File: config.mk
export PLATFORM = sky130hd
export DESIGN_NAME = multicycle_control_fsm
export DESIGN_NICKNAME = d
export VERILOG_FILES = /design/src/rtl/multicycle_control_fsm.sv
export SDC_FILE = /design/constraint.sdc
export NUM_CORES = 1
export LEC_CHECK = 0
export ABC_CLOCK_PERIOD_IN_PS = 1850
export CORE_MARGIN = 2
export CORE_UTILIZATION = 25
export CTS_BUF_LIST = sky130_fd_sc_hd__clkbuf_2
export DETAILED_ROUTE_END_ITERATION = 10
export PLACE_DENSITY_LB_ADDON = 0.1
export SYNTH_ARGS = -nofsm -noshare
export SYNTH_HDL_FRONTEND = slang
export SYNTH_SLANG_ARGS = --single-unit
File: constraint.sdc
create_clock -name clk -period 1.85 [get_ports clk]
set_input_delay 0.2775 -clock clk [delete_from_list [all_inputs] [get_ports clk]]
set_output_delay 0.2775 -clock clk [all_outputs]
set_load 0.03 [all_outputs]
File: src/rtl/multicycle_control_fsm.sv
// Multi-cycle control unit for the 16-bit processor: sequences fetch/decode/execute/memory/
// writeback and drives datapath selects and strobes as Moore decodes of the state register.
module multicycle_control_fsm #(
  parameter int WAIT_TIMEOUT = 255,
  parameter int CNT_W        = 8
) (
  input  logic        clk,
  input  logic        rst_n,
  input  logic [15:0] instr,
  input  logic        zero,
  input  logic        negative,
  input  logic        mem_ready,
  output logic [1:0]  alu_src_a,
  output logic [1:0]  alu_src_b,
  output logic [2:0]  alu_op,
  output logic        pc_src,
  output logic        pc_write,
  output logic        ir_write,
  output logic        mem_read,
  output logic        mem_write,
  output logic        i_or_d,
  output logic        reg_write,
  output logic        reg_dst,
  output logic [1:0]  mem_to_reg,
  output logic        halted,
  output logic        timeout_err,
  output logic [3:0]  state
);

  typedef enum logic [3:0] {
    IDLE     = 4'd0,
    FETCH    = 4'd1,
    DECODE   = 4'd2,
    MEM_ADDR = 4'd3,
    MEM_RD   = 4'd4,
    MEM_WB   = 4'd5,
    MEM_WR   = 4'd6,
    EXEC_R   = 4'd7,
    EXEC_I   = 4'd8,
    ALU_WB   = 4'd9,
    BRANCH   = 4'd10,
    JUMP     = 4'd11,
    HALT     = 4'd15
  } state_t;

  localparam logic [2:0] OP_ADD = 3'b000;
  localparam logic [2:0] OP_SUB = 3'b001;

  state_t           cur, nxt;
  logic [CNT_W-1:0] cnt;
  logic [3:0]       opcode;
  logic             in_wait, timed_out;
  logic             unused_bits;

  assign opcode      = instr[15:12];
  assign unused_bits = ^instr[11:3];
  assign state       = cur;

  assign in_wait   = (cur == FETCH) || (cur == MEM_RD) || (cur == MEM_WR);
  // mem_ready on the limit cycle still completes normally; only a further stall halts.
  assign timed_out = in_wait && !mem_ready && (cnt == CNT_W'(WAIT_TIMEOUT));

  always_comb begin
    nxt = cur;
    case (cur)
      IDLE:     nxt = FETCH;
      FETCH:    if (mem_ready) nxt = DECODE; else if (timed_out) nxt = HALT;
      DECODE: begin
        case (opcode)
          4'd0:                nxt = EXEC_R;
          4'd1:                nxt = EXEC_I;
          4'd2, 4'd3:          nxt = MEM_ADDR;
          4'd4, 4'd5, 4'd6:    nxt = BRANCH;
          4'd7, 4'd8:          nxt = JUMP;
          default:             nxt = HALT;
        endcase
      end
      EXEC_R, EXEC_I: nxt = ALU_WB;
      MEM_ADDR: nxt = (opcode == 4'd3) ? MEM_WR : MEM_RD;
      MEM_RD:   if (mem_ready) nxt = MEM_WB; else if (timed_out) nxt = HALT;
      MEM_WR:   if (mem_ready) nxt = FETCH;  else if (timed_out) nxt = HALT;
      ALU_WB, MEM_WB, BRANCH, JUMP: nxt = FETCH;
      HALT:     nxt = HALT;
      default:  nxt = HALT;
    endcase
  end

  always_ff @(posedge clk or negedge rst_n) begin
    if (!rst_n) begin
      cur         <= IDLE;
      cnt         <= '0;
      timeout_err <= 1'b0;
    end else begin
      cur <= nxt;
      cnt <= (in_wait && !mem_ready) ? cnt + CNT_W'(1) : '0;
      if (timed_out) timeout_err <= 1'b1;
    end
  end

  always_comb begin
    alu_src_a  = 2'd0;
    alu_src_b  = 2'd0;
    alu_op     = OP_ADD;
    pc_src     = 1'b0;
    pc_write   = 1'b0;
    ir_write   = 1'b0;
    mem_read   = 1'b0;
    mem_write  = 1'b0;
    i_or_d     = 1'b0;
    reg_write  = 1'b0;
    reg_dst    = 1'b0;
    mem_to_reg = 2'd0;
    halted     = 1'b0;
    case (cur)
      FETCH: begin
        mem_read  = 1'b1;
        alu_src_b = 2'd1;
        ir_write  = mem_ready;
        pc_write  = mem_ready;
      end
      DECODE:   alu_src_b = 2'd2;
      MEM_ADDR: begin alu_src_a = 2'd2; alu_src_b = 2'd2; end
      MEM_RD:   begin i_or_d = 1'b1; mem_read = 1'b1; end
      MEM_WB:   begin reg_write = 1'b1; mem_to_reg = 2'd1; end
      MEM_WR:   begin i_or_d = 1'b1; mem_write = 1'b1; end
      EXEC_R:   begin alu_src_a = 2'd2; alu_op = instr[2:0]; end
      EXEC_I:   begin alu_src_a = 2'd2; alu_src_b = 2'd2; end
      ALU_WB: begin
        reg_write = 1'b1;
        reg_dst   = (opcode == 4'd0);
      end
      BRANCH: begin
        alu_src_a = 2'd2;
        alu_op    = OP_SUB;
        pc_src    = 1'b1;
        case (opcode)
          4'd4:    pc_write = zero;
          4'd5:    pc_write = !zero;
          default: pc_write = negative;
        endcase
      end
      JUMP: begin
        pc_src   = 1'b1;
        pc_write = 1'b1;
        if (opcode == 4'd8) begin
          reg_write  = 1'b1;
          mem_to_reg = 2'd2;
        end
      end
      HALT:    halted = 1'b1;
      default: ;
    endcase
  end

endmodule

==> results.json <==
{
  "place.gp.congestion": 0.7645,
  "cp-end-kind": "primary output",
  "synth_seq_cells": 13,
  "clockBufferDepth": 2,
  "fin_crit_ns": 1.807,
  "dieWidth_um": 66.00,
  "rsz0062_at_grt": "yes",
  "ir_drop_mv": 0.2253,
  "tritoncts": "built",
  "wl_per_cell_um": 12.59,
  "tightest_slew_ns": 0.5959,
  "syn_avg_cell_area_sq_um": 8.008,
  "clk-insertion-delay-late_ns": 0.28,
  "relSlewSlack": 0.6015,
  "yosysWarningCount": 0,
  "placedCellCount": 214,
  "num_vias": 1026,
  "route.detailed.drc": 0,
  "area.growth.synth_to_final_pct": 61.59,
  "overflow": 0,
  "synth_area_leaders": "dfrtp_1, nor2_1, nand2b_1, xor2_1, nand3_1",
  "synth_area_sq_um": 960.9,
  "synthMostInstantiatedCell": "nor2_1",
  "drv_cap": 0,
  "ios": 44,
  "final_cell_count_no_fill": 221,
  "n_antenna_cell": 0,
  "fin_setup_tns_ns": 0,
  "die_height_um": 66.00,
  "cp_data_required_time_ns": 1.57,
  "yosysSeqAreaShare": 0.3385,
  "finalHoldWorstSlack_ns": 0.3532,
  "syn-instance-count": 120,
  "netlist.area_leader.share": 0.3385,
  "cts.clk_slew.worst_paths_ns": 0.13,
  "grt_pass1_wl_um": 4705,
  "yosysUniqueCellTypes": 40,
  "finalCritPeriodShare": 0.9766,
  "p_leak_nw": 0.6699,
  "die_area_sq_um": 4355,
  "synth_nets": 142,
  "htree_levels": 1,
  "synth_top_area_cell": "dfrtp_1",
  "status": "finished, final reports clean",
  "drt_first_pass_iters": 4,
  "synth-main-ff-cell": "dfrtp_1",
  "cts_buffers": 3,
  "grt_usage": 0.1379,
  "worstSetupPathType": "reg -> out",
  "synth_edf_count": 0,
  "wirelength_um": 2782,
  "finalMaxSlewViolations": 0,
  "power_density_nw_per_um2": 325.4,
  "path_max_fanout": 9,
  "holdBufCountCts": 0,
  "grt_pass1_vias": 1014,
  "min-delay-path-class": "in -> async",
  "drive_above_1_share": 0.3526,
  "clock.fmax_ghz": 0.5535,
  "fp.coreArea_sq_um": 3689,
  "finalHoldViolations": 0,
  "antenna_found_initial": 0,
  "num_rows": 22,
  "cts_sinks": 13,
  "nets": 196,
  "drt_first_iter_violations": 47,
  "dp_hpwl_um": 2170,
  "finalSetupViolCount": 0,
  "grt_max_degree": 14,
  "cts.root.buffer_cell": "clkbuf_2",
  "power_w": 0.0005052,
  "io_buffers": 33,
  "async_flop_share": 1.000,
  "startpoint_type": "register",
  "via_per_inst": 4.643,
  "worstPathArrival_ns": 1.53,
  "utilization": 0.4210,
  "start_util": 0.2605,
  "final_antenna_net_count": 0,
  "ys_top_cells_by_count": "nor2_1, dfrtp_1, nand2b_1, nand3_1, nor3_1",
  "finalClockSkew_ns": 0.004534
}
report_power, final:
part	internal, W	switching [W]	total, W
sequential	0.000285	0.000000455	0.000286
combinational	0.0000367	0.0000302	0.0000669
clock	0.0000573	0.0000953	0.000153
total	0.000379	0.000126	0.000505
logic make-up after synthesis:
family / count (synthesis) / synth area share
XOR/XNOR: 7 / 0.06380
other: 1 / 0.003903
adder cells (fa/ha/maj): 1 / 0.01302
multiplexers: 1 / 0.01042
flip-flops: 13 / 0.3385
AO/OA/AOI/OAI: 24 / 0.1784
buffers and inverters: 12 / 0.05339
AND/OR/NAND/NOR: 61 / 0.3385
placed cells by master, fill, tap and decap left out, types with 3 or more instances in the layout:
cell,synthesis,layout
buf_4,1,37
nor2_1,19,16
dfrtp_1,13,12
clkdlybuf4s50_1,0,10
nand3_1,6,6
nand2b_1,6,5
inv_1,4,4
nand2_1,4,4
xor2_1,4,4
o21ai_0,4,4
clkbuf_2,0,4
buf_6,0,4
nor3_1,6,3
a211o_1,3,3
nor2_2,0,3
nor2b_1,3,3
a31oi_1,3,3
and3_1,4,3
xnor2_1,3,3
dlymetal6s2s_1,0,3
dlygate4sd2_1,0,3
worst paths after layout:
path / start / end / slack [ns] / depth (start not counted)
worst min register to register: timeout_err / timeout_err / 0.48 / 1
worst max-delay path: state[3] / mem_write / 0.04 / 4
worst min-delay path: rst_n / cnt[1] / 0.35 / 1
worst max register to register: state[0] / state[3] / 0.06 / 5
min in group clk: timeout_err / timeout_err / 0.48 / 1
max in group asynchronous: rst_n / state[2] / 1.07 / 1
stage by stage:
| stage | area [sq um] | worst slack, ns |
|---|---|---|
| after global routing | 1553 | -0.03278 |
| final | 1553 | 0.04323 |
| after CTS | 1493 | 0.006425 |
| after global placement | 1458 | -0.6114 |
| after floorplan | 985.9 | -0.1274 |
| after detailed placement | 1458 | -0.6121 |
registers in the layout, summed over array words and instances, names as in the netlist:
| name | flops |
|---|---|
| timeout_err | 1 |
| state | 4 |
| cnt | 8 |
what timing repair did:
item | in CTS | in global routing
resized for setup | 15 | 11
buffers inserted | 0 | 3
pin swaps | 2 | 3
setup endpoints to repair | 10 | 19
worst max-delay path, cell delays in order (launching register included):
cell	delay, ns
dfrtp_1	0.43
buf_4	0.18
or2b_1	0.27
nor3_1	0.18
buf_4	0.20
cell type report:
type / instances / area (sq um)
Fill cell: 391 / 2136
Sequential cell: 13 / 326.6
Clock buffer: 4 / 20.02
Timing Repair Buffer: 57 / 486.7
Inverter: 4 / 15.01
Tap cell: 48 / 60.06
Multi-Input combinational cell: 95 / 644.4
layer usage:
layer / vias to the layer above / part of all wire / global-route usage
met5: - / 0 / 0
met4: 0 / 0.0043 / 0.04592
met3: 2 / 0.047 / 0.01874
met2: 26 / 0.48 / 0.2323
met1: 474 / 0.46 / 0.1810
li1: 524 / - / -
(Power assumes the default switching activity.)
